[config.mk]
export PLATFORM = sky130hd
export DESIGN_NAME = muldiv_sequencer
export DESIGN_NICKNAME = d
export VERILOG_FILES = /design/src/rtl/muldiv_pkg.sv /design/src/rtl/muldiv_core.sv /design/src/rtl/muldiv_sequencer.sv
export SDC_FILE = /design/constraint.sdc
export NUM_CORES = 1
export LEC_CHECK = 0
export BUFFER_PORTS_ARGS = -buffer_cell sky130_fd_sc_hd__clkbuf_2
export CAP_MARGIN = 10
export CORE_ASPECT_RATIO = 0.8
export CORE_UTILIZATION = 25
export DETAILED_ROUTE_END_ITERATION = 8
export GPL_TIMING_DRIVEN = 0
export PLACE_DENSITY = 0.43
export SYNTH_ARGS = -nofsm -noshare
export SYNTH_HDL_FRONTEND = slang
export SYNTH_SLANG_ARGS = --single-unit
[constraint.sdc]
create_clock -name clk -period 7.8 [get_ports clk]
set_input_delay 1.56 -clock clk [delete_from_list [all_inputs] [get_ports clk]]
set_output_delay 1.56 -clock clk [all_outputs]
set_load 0.01 [all_outputs]
[src/rtl/muldiv_pkg.sv]
// Shared types and constants for the RV32M multiply/divide sequencer.
package muldiv_pkg;

  localparam int unsigned XLEN  = 32;
  localparam int unsigned CNT_W = $clog2(XLEN);

  localparam logic [6:0] FUNCT7_M = 7'b0000001;

  typedef enum logic [2:0] {
    OP_MUL    = 3'b000,
    OP_MULH   = 3'b001,
    OP_MULHSU = 3'b010,
    OP_MULHU  = 3'b011,
    OP_DIV    = 3'b100,
    OP_DIVU   = 3'b101,
    OP_REM    = 3'b110,
    OP_REMU   = 3'b111
  } op_e;

  typedef enum logic [1:0] {
    ST_IDLE = 2'd0,
    ST_CALC = 2'd1,
    ST_FIX  = 2'd2,
    ST_DONE = 2'd3
  } state_e;

endpackage

[src/rtl/muldiv_core.sv]
// Unsigned shift-add multiply / restoring divide datapath, one bit per step.
module muldiv_core
  import muldiv_pkg::*;
(
  input  logic              clk,
  input  logic              rst_n,
  input  logic              load,
  input  logic              step,
  input  logic              is_div,
  input  logic [2*XLEN-1:0] load_val,
  input  logic [XLEN-1:0]   divisor,
  output logic [2*XLEN-1:0] acc
);

  logic [2*XLEN-1:0] acc_q, acc_d;
  logic [XLEN-1:0]   b_q, b_d;
  logic [XLEN:0]     mul_sum;
  logic [XLEN:0]     div_top;
  logic [XLEN:0]     div_diff;
  logic              div_ge;

  // Multiply: {product_hi, multiplier} shifts right; divide: {rem, quo} shifts left.
  always_comb begin
    acc_d    = acc_q;
    b_d      = b_q;
    mul_sum  = {1'b0, acc_q[2*XLEN-1:XLEN]} + (acc_q[0] ? {1'b0, b_q} : '0);
    div_top  = acc_q[2*XLEN-1:XLEN-1];
    div_diff = div_top - {1'b0, b_q};
    div_ge   = (div_top >= {1'b0, b_q});
    if (load) begin
      acc_d = load_val;
      b_d   = divisor;
    end else if (step) begin
      if (is_div) begin
        acc_d = {(div_ge ? div_diff[XLEN-1:0] : div_top[XLEN-1:0]),
                 acc_q[XLEN-2:0], div_ge};
      end else begin
        acc_d = {mul_sum, acc_q[XLEN-1:1]};
      end
    end
  end

  always_ff @(posedge clk or negedge rst_n) begin
    if (!rst_n) begin
      acc_q <= '0;
      b_q   <= '0;
    end else begin
      acc_q <= acc_d;
      b_q   <= b_d;
    end
  end

  assign acc = acc_q;

endmodule

[src/rtl/muldiv_sequencer.sv]
// RV32M MUL/DIV/REM sequencer: stalls EX, iterates XLEN cycles, returns a registered result.
module muldiv_sequencer
  import muldiv_pkg::*;
(
  input  logic            clk,
  input  logic            reset,
  input  logic            Start,
  input  logic [2:0]      Funct3,
  input  logic [XLEN-1:0] SrcA,
  input  logic [XLEN-1:0] SrcB,
  input  logic            Flush,
  output logic            Stall,
  output logic            Done,
  output logic [XLEN-1:0] Result
);

  state_e            state_q, state_d;
  logic [CNT_W-1:0]  cnt_q, cnt_d;
  op_e               op_q, op_d;
  logic              neg_quo_q, neg_quo_d;
  logic              neg_rem_q, neg_rem_d;
  logic [XLEN-1:0]   result_q, result_d;
  logic              done_q, done_d;

  op_e               op_in;
  logic              sign_a, sign_b, div_zero, div_ovf;
  logic [XLEN-1:0]   mag_a, mag_b, quo, rem, sel;
  logic [2*XLEN-1:0] prod, load_val, acc;
  logic              core_load, core_step;

  // Operand decode for the request presented in IDLE.
  always_comb begin
    op_in    = op_e'(Funct3);
    sign_a   = SrcA[XLEN-1] && !(op_in inside {OP_MULHU, OP_DIVU, OP_REMU});
    sign_b   = SrcB[XLEN-1] && (op_in inside {OP_MUL, OP_MULH, OP_DIV, OP_REM});
    mag_a    = sign_a ? -SrcA : SrcA;
    mag_b    = sign_b ? -SrcB : SrcB;
    div_zero = Funct3[2] && (SrcB == '0);
    div_ovf  = (op_in inside {OP_DIV, OP_REM}) &&
               (SrcA == {1'b1, {(XLEN-1){1'b0}}}) && (SrcB == '1);
  end

  // Sign fix and output select from the magnitude result.
  always_comb begin
    prod = neg_quo_q ? -acc : acc;
    quo  = neg_quo_q ? -acc[XLEN-1:0] : acc[XLEN-1:0];
    rem  = neg_rem_q ? -acc[2*XLEN-1:XLEN] : acc[2*XLEN-1:XLEN];
    case (op_q)
      OP_MUL:                        sel = prod[XLEN-1:0];
      OP_MULH, OP_MULHSU, OP_MULHU:  sel = prod[2*XLEN-1:XLEN];
      OP_DIV, OP_DIVU:               sel = quo;
      default:                       sel = rem;
    endcase
  end

  always_comb begin
    state_d   = state_q;
    cnt_d     = cnt_q;
    op_d      = op_q;
    neg_quo_d = neg_quo_q;
    neg_rem_d = neg_rem_q;
    result_d  = result_q;
    core_load = 1'b0;
    core_step = 1'b0;
    load_val  = {XLEN'(0), mag_a};
    case (state_q)
      ST_IDLE: begin
        if (Start && !Flush) begin
          op_d      = op_in;
          cnt_d     = '0;
          core_load = 1'b1;
          // Special cases preload {rem, quo} unsigned and skip iteration.
          if (div_zero) begin
            load_val  = {SrcA, {XLEN{1'b1}}};
            neg_quo_d = 1'b0;
            neg_rem_d = 1'b0;
            state_d   = ST_FIX;
          end else if (div_ovf) begin
            load_val  = {XLEN'(0), SrcA};
            neg_quo_d = 1'b0;
            neg_rem_d = 1'b0;
            state_d   = ST_FIX;
          end else begin
            neg_quo_d = sign_a ^ sign_b;
            neg_rem_d = sign_a;
            state_d   = ST_CALC;
          end
        end
      end
      ST_CALC: begin
        if (Flush) begin
          state_d = ST_IDLE;
        end else begin
          core_step = 1'b1;
          if (cnt_q == CNT_W'(XLEN-1)) begin
            state_d = ST_FIX;
          end else begin
            cnt_d = cnt_q + CNT_W'(1);
          end
        end
      end
      ST_FIX: begin
        if (Flush) begin
          state_d = ST_IDLE;
        end else begin
          result_d = sel;
          state_d  = ST_DONE;
        end
      end
      default: state_d = ST_IDLE;
    endcase
    done_d = (state_d == ST_DONE);
  end

  always_ff @(posedge clk or negedge reset) begin
    if (!reset) begin
      state_q   <= ST_IDLE;
      cnt_q     <= '0;
      op_q      <= OP_MUL;
      neg_quo_q <= 1'b0;
      neg_rem_q <= 1'b0;
      result_q  <= '0;
      done_q    <= 1'b0;
    end else begin
      state_q   <= state_d;
      cnt_q     <= cnt_d;
      op_q      <= op_d;
      neg_quo_q <= neg_quo_d;
      neg_rem_q <= neg_rem_d;
      result_q  <= result_d;
      done_q    <= done_d;
    end
  end

  muldiv_core u_core (
    .clk      (clk),
    .rst_n    (reset),
    .load     (core_load),
    .step     (core_step),
    .is_div   (op_q[2]),
    .load_val (load_val),
    .divisor  (mag_b),
    .acc      (acc)
  );

  // Combinational so the requesting instruction is held in its own Start cycle.
  assign Stall  = reset && ((state_q == ST_CALC) || (state_q == ST_FIX) ||
                            ((state_q == ST_IDLE) && Start));
  assign Done   = done_q;
  assign Result = result_q;

endmodule
Yosys cells after proc, flatten, opt, wreduce, memory -nomap -nowiden

Cells that the tools add are included.

Register bits: 141
Input port bits: 71
Output and inout port bits: 34
Logic and storage cells: 100

Add/sub/neg operators: 8
Order comparisons: 1
Equality and inequality tests: 20
Multiplexer cells: 34
Bitwise gates (word level): 2
Reductions and logical operators: 26

Operators with widths:

| cell                                                | number |
|---|---|
| 2-to-1 mux 64 bit                                   | 7 |
| 2-to-1 mux 32 bit                                   | 7 |
| negation 32 bit                                     | 4 |
| one-hot mux 32 bit (3 select lines)                 | 1 |
| equality test 32 bit, second input constant         | 2 |
| negation 64 bit                                     | 1 |
| adder 32 x 32 -> 33 bit                             | 1 |
| >= comparator 33 x 32 -> 1 bit                      | 1 |
| zero test 32 bit                                    | 1 |
| subtractor 32 bit                                   | 1 |
| equality test 3 bit, second input constant          | 6 |
| 2-to-1 mux 5 bit                                    | 3 |
| 2-to-1 mux 2 bit                                    | 6 |
| one-hot mux 5 bit (2 select lines)                  | 1 |
| equality test 3 x 2 -> 1 bit, second input constant | 3 |
| logical AND 1 bit                                   | 8 |
| 2-to-1 mux 1 bit                                    | 8 |
| equality test 3 x 1 -> 1 bit, second input constant | 2 |
| zero test 3 bit                                     | 2 |
| != test 2 bit, second input constant                | 3 |
| one-hot mux 2 bit (3 select lines)                  | 1 |
| nonzero test 2 bit                                  | 3 |
| adder 5 x 1 -> 5 bit, second input constant         | 1 |
| equality test 5 bit, second input constant          | 1 |
| 13 further kinds                                    | 17 |

Depth between registers and ports, before layout

Gate-level depths: netlist (run 1).

Depth after elaboration: 10
Gate-level depth with buffers: 14

Modules after synthesis

A second synthesis (run 1) with hierarchy kept.

Cells, all modules: 2,101
Area, all modules: 15,486.1 sq um

Modules (own cells, without submodules):

| module           | instances | cells an instance | area an instance (sq um) |
|---|---|---|---|
| muldiv_core      | 1         | 1,150             | 8,876.0 |
| muldiv_sequencer | 1         | 951               | 6,610.1 |

Least setup slack after synthesis (run 1)

No wires, ideal clock.

Path type: input to register
Start: input port SrcA[10]
End: register u_core.acc_q[19] (netlist: u_core.acc[19])
Library setup time: 0.137 ns
Data arrival time: 3.902 ns
Required time: 7.663 ns
Setup slack: 3.761 ns
Stages: 11
Path buffers: 2
Path through: or3_1 or4_4 nor3b_4 nand3_2 nor4_4 or2_1 buf_4 buf_4 a21oi_1 xnor2_1 a21oi_1

Cells in the longest elaborated chain, start to end: 8
Elaborated cells between the ends (all ways): 10

RTL lines:

| element                                                 | RTL line               | text |
|---|---|---|
| from (decl)                                             | muldiv_sequencer.sv:9  | `input logic [XLEN-1:0] SrcA,` |
| branches (longest 6 deep; another with negation 32 bit) | --                     |  |
| 2-to-1 mux 64 bit (*)                                   | muldiv_sequencer.sv:66 | `case (state_q)` |
| 2-to-1 mux 64 bit (*)                                   | muldiv_core.sv:30      | `if (load) begin` |
| to (signal assigned)                                    | muldiv_core.sv:45      | `acc_q <= '0;` |
| to (signal assigned)                                    | muldiv_core.sv:48      | `acc_q <= acc_d;` |
| to (decl)                                               | muldiv_core.sv:15      | `logic [2*XLEN-1:0] acc_q, acc_d;` |

Every way passes the cells marked *.
A chain may end at the register's enable or synchronous reset.

Final worst setup path (run 1)

Start: input port SrcB[2]
End: register u_core.acc_q[51] (netlist: u_core.acc[51])

Cells in the longest elaborated chain, start to end: 6

RTL lines:

| element           | RTL line               | text |
|---|---|---|
| from (decl)       | muldiv_sequencer.sv:10 | `input logic [XLEN-1:0] SrcB,` |
| zero test 32 bit  | muldiv_sequencer.sv:38 | `div_zero = Funct3[2] && (SrcB == '0);` |
| logical AND 1 bit | muldiv_sequencer.sv:38 |  |
| 2-to-1 mux 64 bit | muldiv_sequencer.sv:73 | `if (div_zero) begin` |
| 2-to-1 mux 64 bit | muldiv_sequencer.sv:68 | `if (Start && !Flush) begin` |
| 2-to-1 mux 64 bit | muldiv_sequencer.sv:66 |  |
| 2-to-1 mux 64 bit | muldiv_core.sv:30      |  |

Every way passes these cells.

==> results by group, run 1 <==
Global routing
  – First-pass GRT wire length: around 99000 um
  – Most crowded layer after global routing: met1
  – Total GRT Usage: a little under a quarter
  – Vias in the first global route: about 14000
  – Initial antenna violation count: 2
  – GR Util met1: a little over a third
  – Met2 Use GR: about a third
  – Largest net degree at the start of global routing: 100
  – GRT overflow: 0
  – Met3 usage: approximately 5.5%

Routing
  – Post-DRT Antenna Nets: 0
  – Drt wl/cell: ~24 um
  – DRT Pass-1 Iters: 6
  – # DRC: 0
  – Total wire length: 67200 um
  – Initial drt markers: between 1500 and 2000
  – Vias per cell: ~5.6
  – Detailed-route via count: roughly 15000

Clocking
  – Htree depth: 4
  – Clock-pin slew on the worst setup and hold paths: 0.07 ns
  – Setup Buffers After CTS: 0
  – Clock latency on the worst-skew pair: around 0.47 ns
  – Clk buf depth: 2
  – CTS Root Cell: clkbuf_16
  – TritonCTS Sinks: about 140
  – Num CTS Buffers: 17
  – Resized cells post-CTS: 0
  – CTS tree: yes
  – Hold_buf cts: 0

Synth
  – Syn_nets: roughly 2000
  – Area fraction of the dominant cell type after synthesis: about a quarter
  – Post-synth top flop: dfrtp_1
  – Async SR Flop Fraction: 100%
  – Syn. warnings: 0
  – Largest area contributor in the netlist: dfrtp_1
  – Most frequent cell after synthesis: o21ai_0
  – Sequential fraction of the synthesis area: between 20 and 25%
  – Register bit total from synthesis: between 100 and 150
  – Synth unique cells: 88
  – Synth Instances: roughly 1900
  – Synth cell count leaders: o21ai_0 (200), nand2_1 (193), nor2_1 (162)
  – Top cells by area, synth: dfrtp_1 (25%), o21ai_0 (7.0%), xnor2_1 (6.6%)
  – Number of flops mapped to enable cells by yosys: 0
  – Synth Area per Inst: ~7.7 um2
  – Synthesized area: about 0.014 mm2

Setup path
  – Req. time, crit path: a little over 8 ns
  – Crit start category: input pin
  – R2R Path Start: u_core.acc[44]
  – CP arrival: 5.80 ns
  – Critical path type: in2reg
  – CP Max Fanout: 10
  – Crit end category: register
  – Worst R2R End: u_core.acc[56]
  – Worst R2R Setup Slack: ~3.1 ns
  – Worst-case reg-to-reg path depth: 12

Power and ir drop
  – Pint: approximately 3.4 mW
  – Leak: approximately 6.7 nW
  – Clock power share: between 10 and 15%
  – Comb pwr share: between 60 and 70%
  – Sw frac: 55.3%
  – P_sw: roughly 4.2 mW
  – Sequential power share: between 10% and 20%
  – PwrDens: about 470 mW/mm2
  – Worst vdd rail ir drop: roughly 0.00018 V

Cells and area
  – Synthesis-to-layout area growth: 15.1%
  – Nets@finish: ~2100
  – Final instance area: roughly 0.016 mm2
  – Share of cells above drive strength 1: 10.2%

Worst hold path
  – Hold endpoint: Result[2]
  – WHS Path Cells: 2
  – Hold path startpoint: Result[2]
  – Hold Path Class: reg2reg

Place
  – Placed cell area: 0.0157 mm2
  – Routability cong.: a little under 1
  – Place WS: 2.18 ns
  – Input/output buffers: 103
  – Dpl hpwl: 53900 um

Status
  – Status: complete, no violations

Timing
  – Final Slew Violations: 0
  – Worst Slack Setup Final: roughly 2.4 ns
  – Fin Setup TNS: 0 ns
  – Slew headroom: a little over an eighth
  – Min Tclk post-route: ~5.4 ns
  – Setup Skew: between 0.01 and 0.015 ns
  – Fin crit share: 69.3%
  – RSZ-0062 raised after global routing: false
  – Hold Fails Final Rpt: 0
  – Endpoints failing setup: 0
  – Fmax achieved: 185 MHz
  – Slew @ Worst Pin: around 1.3 ns

Run
  – Max_cap viols: 0

Die
  – Initial Util: between 20% and 30%
  – IO Pins: 105
  – Die Ht: 215 um
  – Die area: 0.0579 mm2
  – Rows: 77
  – Core area: around 0.056 mm2
  – Die width: between 200 and 300 um
registers in the layout, summed over array words and instances (netlist names):
signal,count
u_core.acc,64
Result,32
u_core.b_q,32
cnt_q,5
op_q,3
state_q,2
Done,1
neg_quo_q,1
neg_rem_q,1
per-layer routing:
| metal | share of wire, % | routed length, um | up-vias |
|---|---|---|---|
| met3 | 9.0 | 6020 | 70 |
| met5 | 0 | 0 | - |
| met1 | 48 | 32600 | 7651 |
| met4 | 2.0 | 1370 | 0 |
| li1 | - | - | 7038 |
| met2 | 41 | 27200 | 636 |
layout by cell type, fill, tap and decap left out, drive strengths merged, types with 20 or more instances in the layout:
master	instances
o21ai	213
a31oi	27
xor2	84
nor2	162
buf	22
xnor2	108
o31ai	28
or4	21
dfrtp	141
a21o	31
nand3	54
nand2	193
ha	75
nor3	44
a21oi	152
inv	62
mux2i	38
clkbuf	215
nand4	27
or3	20
cell type report:
| class | instances | area (um2) |
|---|---|---|
| well taps | 750 | 938 |
| repair buffers | 104 | 552 |
| plain buffers | 114 | 467 |
| clock buffers | 19 | 443 |
| clock inverters | 13 | 214 |
| fillers | 6087 | 39400 |
| flip-flops and latches | 141 | 3530 |
| inverters | 62 | 233 |
| diodes | 1 | 2.50 |
| multi-input cells | 1543 | 10000 |
worst max-delay path, cell delays in order:
cell and delay, ns:
clkbuf_2 0.13, nor4_1 0.43, nand2_1 0.17, nor3_1 0.77
nand4_1 0.52, nor2_1 0.97, clkbuf_1 0.67, a21oi_1 0.32
a31oi_1 0.24
power by group through the flow:
stage / clock, mW / sequential, mW / combinational (mW)
3_3_place_gp: 0 / 1.40 / 5.11
4_1_cts: 0.980 / 1.39 / 5.14
5_1_grt: 1.01 / 1.43 / 5.69
6_report: 0.968 / 1.40 / 5.27
3_5_place_dp: 0 / 1.41 / 5.10
2_1_floorplan: 0 / 1.22 / 3.53
worst max path at each step:
stage	startpoint	endpoint	slack [ns]	cells after the start
6_report	SrcB[2]	u_core.acc[51]	2.39	9
5_1_grt	SrcB[2]	u_core.acc[51]	2.26	9
4_1_cts	SrcB[2]	u_core.acc[51]	2.66	9
3_5_place_dp	SrcB[2]	u_core.acc[51]	2.18	9
3_3_place_gp	reset	Stall	1.18	3
2_1_floorplan	SrcA[10]	u_core.acc[19]	3.76	11
cell families after synthesis:
family | count (synthesis) | synth area share (%)
adder cells (fa/ha/maj) | 77 | 6.87
XOR/XNOR | 192 | 11.8
buffers and inverters | 176 | 4.91
flip-flops | 141 | 24.8
AO/OA/AOI/OAI | 605 | 26.6
multiplexers | 51 | 3.70
AND/OR/NAND/NOR | 618 | 21.3
per-stage QoR:
stage	total power [mW]	instances	hold slack, ns	util [%]
finish	7.64	2747	0.476	29.4
global route	8.13	2747	0.502	29.4
CTS	7.51	2746	0.485	29.4
detailed placement	6.51	2714	0.471	28.2
global placement	6.51	2713	0.465	28.1
floorplan	4.75	1860	0.450	-
(Power assumes the default switching activity.)
==> inputs of run 2 (changes only) <==
--- a/config.mk
+++ b/config.mk
@@ -11,7 +11,7 @@
 export CORE_UTILIZATION = 25
 export DETAILED_ROUTE_END_ITERATION = 8
 export GPL_TIMING_DRIVEN = 0
-export PLACE_DENSITY = 0.43
+export PLACE_DENSITY = 0.44
 export SYNTH_ARGS = -nofsm -noshare
 export SYNTH_HDL_FRONTEND = slang
 export SYNTH_SLANG_ARGS = --single-unit
==> constraint.sdc (replaced) <==
create_clock -name clk -period 4.4 [get_ports clk]
set_input_delay 0.88 -clock clk [delete_from_list [all_inputs] [get_ports clk]]
set_output_delay 0.88 -clock clk [all_outputs]
set_load 0.01 [all_outputs]
==> results by group, run 2 (synthesis results as in run 1) <==
Status
  – Status: complete, no violations

Place
  – Input/output buffers: 103 (unchanged)
  – Cells after DPL: 2714 (unchanged)
  – Place WS: -0.414 ns (-2.59 ns)
  – Routability cong.: 0.956 (-0.74%)
  – Dpl hpwl: 52700 um (-2.4%)

Global routing
  – Largest net degree at the start of global routing: 88 (-12%)
  – First-pass GRT wire length: 97100 um (-1.5%)
  – Initial antenna violation count: 3 (+1)
  – Vias in the first global route: 14300 (-0.19%)
  – Total GRT Usage: 22.9% (-0.29 points)
  – GRT overflow: 0 (unchanged)

Timing
  – Fmax achieved: about 230 MHz
  – RSZ-0062 raised after global routing: false
  – Fin crit share: between 90% and 100%
  – Worst Slack Setup Final: 0.103 ns (-2.29 ns)
  – Final Slew Violations: 0 (unchanged)
  – Hold Fails Final Rpt: 0 (unchanged)
  – Endpoints failing setup: 0 (unchanged)
  – Setup Skew: 0.0115 ns (+0.000748 ns)
  – Slew headroom: 17.1% (+3.7 points)
  – Slew @ Worst Pin: 1.24 ns (-0.0442 ns)
  – Min Tclk post-route: around 4.3 ns

Routing
  – Vias per cell: 5.57 (-0.56%)
  – # DRC: 0 (unchanged)
  – Detailed-route via count: 15300 (-0.45%)
  – Highest metal used: met5
  – DRT Pass-1 Iters: 7 (+1)
  – Met3 WL: 6310 um (+4.7%)
  – Met2 routed WL: 26600 um (-2.5%)
  – WL met1: 31700 um (-2.6%)
  – Total wire length: 66100 um (-1.7%)
  – Post-DRT Antenna Nets: 0 (unchanged)
  – Initial drt markers: 1769 (+4.9%)
  – Drt wl/cell: 24.0 um (-1.8%)

Cells and area
  – Share of cells above drive strength 1: 10.8% (+0.60 points)
  – Most frequent cells in the layout: o21ai_0 (200), nand2_1 (193), nor2_1 (160), a21oi_1 (151), dfrtp_1 (141)
  – Post-layout util: 29.4% (+0.054 points)
  – Commonest non-fill, non-tap cell in the layout: o21ai_0
  – Synthesis-to-layout area growth: 15.3%
  – Final non-filler cell total: 2750 (+0.11%)
  – Nets@finish: 2132 (+0.047%)
  – Max reg flops: 64 (unchanged)
  – Filler cells: 6078 (-0.15%)

Setup path
  – Worst R2R Setup Slack: 0.18 ns (-2.93 ns)
  – Worst-case reg-to-reg path depth: 13 (+1)
  – Req. time, crit path: 4.76 ns (-3.43 ns)
  – CP Max Fanout: 10 (unchanged)
  – Critical path type: in2reg
  – Worst R2R End: u_core.acc[58]
  – R2R Path Start: u_core.acc[31]
  – Crit start category: input pin
  – Crit end category: register
  – CP arrival: 4.65 ns (-1.15 ns)

Clocking
  – Setup Buffers After CTS: 0 (unchanged)
  – Clock latency on the worst-skew pair: 0.50 ns (+0.03 ns)
  – CTS tree: yes
  – Hold_buf cts: 0 (unchanged)
  – Clock-pin slew on the worst setup and hold paths: 0.07 ns (about the same)
  – Htree depth: 4 (unchanged)
  – TritonCTS Sinks: 141 (unchanged)
  – Num CTS Buffers: 17 (unchanged)
  – CTS Root Cell: clkbuf_16
  – Clk buf depth: 2 (unchanged)

Power and ir drop
  – Worst vdd rail ir drop: 0.000374 V (+100%)
  – PwrDens: 809 mW/mm2 (+74%)
  – Leak: 6.73 nW (+0.31%)

Die
  – Die width: 269 um (unchanged)
  – Rows: 77 (unchanged)
  – Die area: 0.0579 mm2 (unchanged)
  – Initial Util: 25.5% (unchanged)
  – Core area: 0.0558 mm2 (unchanged)
  – IO Pins: 105 (unchanged)
  – Die Ht: 215 um (unchanged)

Run
  – Max_cap viols: 0 (unchanged)

Worst hold path
  – Hold Path Class: in2async
run 2: power by group:
part           internal, mW  switching (mW)  total (mW)
combinational          3.30            5.84        9.14
sequential             1.74           0.744        2.48
clock                 0.934           0.717        1.65
run 2: how the worst max path moves through the flow:
stage                     slack (ns)        endpoint           start
after global routing            0.02  u_core.acc[56]  u_core.acc[44]
after CTS                      0.006  u_core.acc[63]   u_core.acc[0]
after global placement         -0.87           Stall           reset
final                           0.10  u_core.acc[27]         SrcA[5]
after floorplan                 1.04  u_core.acc[19]        SrcA[10]
after detailed placement       -0.41  u_core.acc[51]         SrcB[2]
run 2: timing repair:
| item | in CTS | in global routing |
|---|---|---|
| setup endpoints to repair | 9 | 33 |
| pin swaps | 0 | 1 |
| resized for setup | 1 | 14 |
run 2: area by class of cell:
class | instances | area, um2 | area share (%)
Antenna cell | 3 | 7.51 | 0.0457
Inverter | 62 | 233 | 1.42
Clock buffer | 19 | 453 | 2.76
Clock inverter | 13 | 180 | 1.10
Multi-Input combinational cell | 1543 | 10100 | 61.2
Buffer | 114 | 470 | 2.86
Timing Repair Buffer | 105 | 557 | 3.39
Tap cell | 750 | 938 | 5.71
Sequential cell | 141 | 3530 | 21.5
run 2: layer usage:
metal	vias up	GRT usage [%]
li1	7015	-
met1	7556	34.0
met2	672	31.4
met3	80	6.56
met4	2	6.74
met5	-	0
run 2: through the flow:
stage	setup TNS (ns)	total power, mW	area, um2	hold WS (ns)
6_report	0	13.3	16400	0.442
3_5_place_dp	-6.79	11.3	15700	0.470
3_3_place_gp	-67.41	11.4	15700	0.471
2_1_floorplan	0	8.42	14200	0.450
4_1_cts	0	13.1	16400	0.470
5_1_grt	0	14.2	16400	0.504
run 2: worst max-delay path: stages:
cell      delay (ns)
clkbuf_2        0.15
or4_1           0.62
nor3_4          0.42
nor3b_4         0.44
nand3_2         0.36
nor4_4          0.61
or2_1           0.19
buf_4           0.19
buf_4           0.26
a21oi_1         0.08
xnor2_1         0.31
a21oi_1         0.12
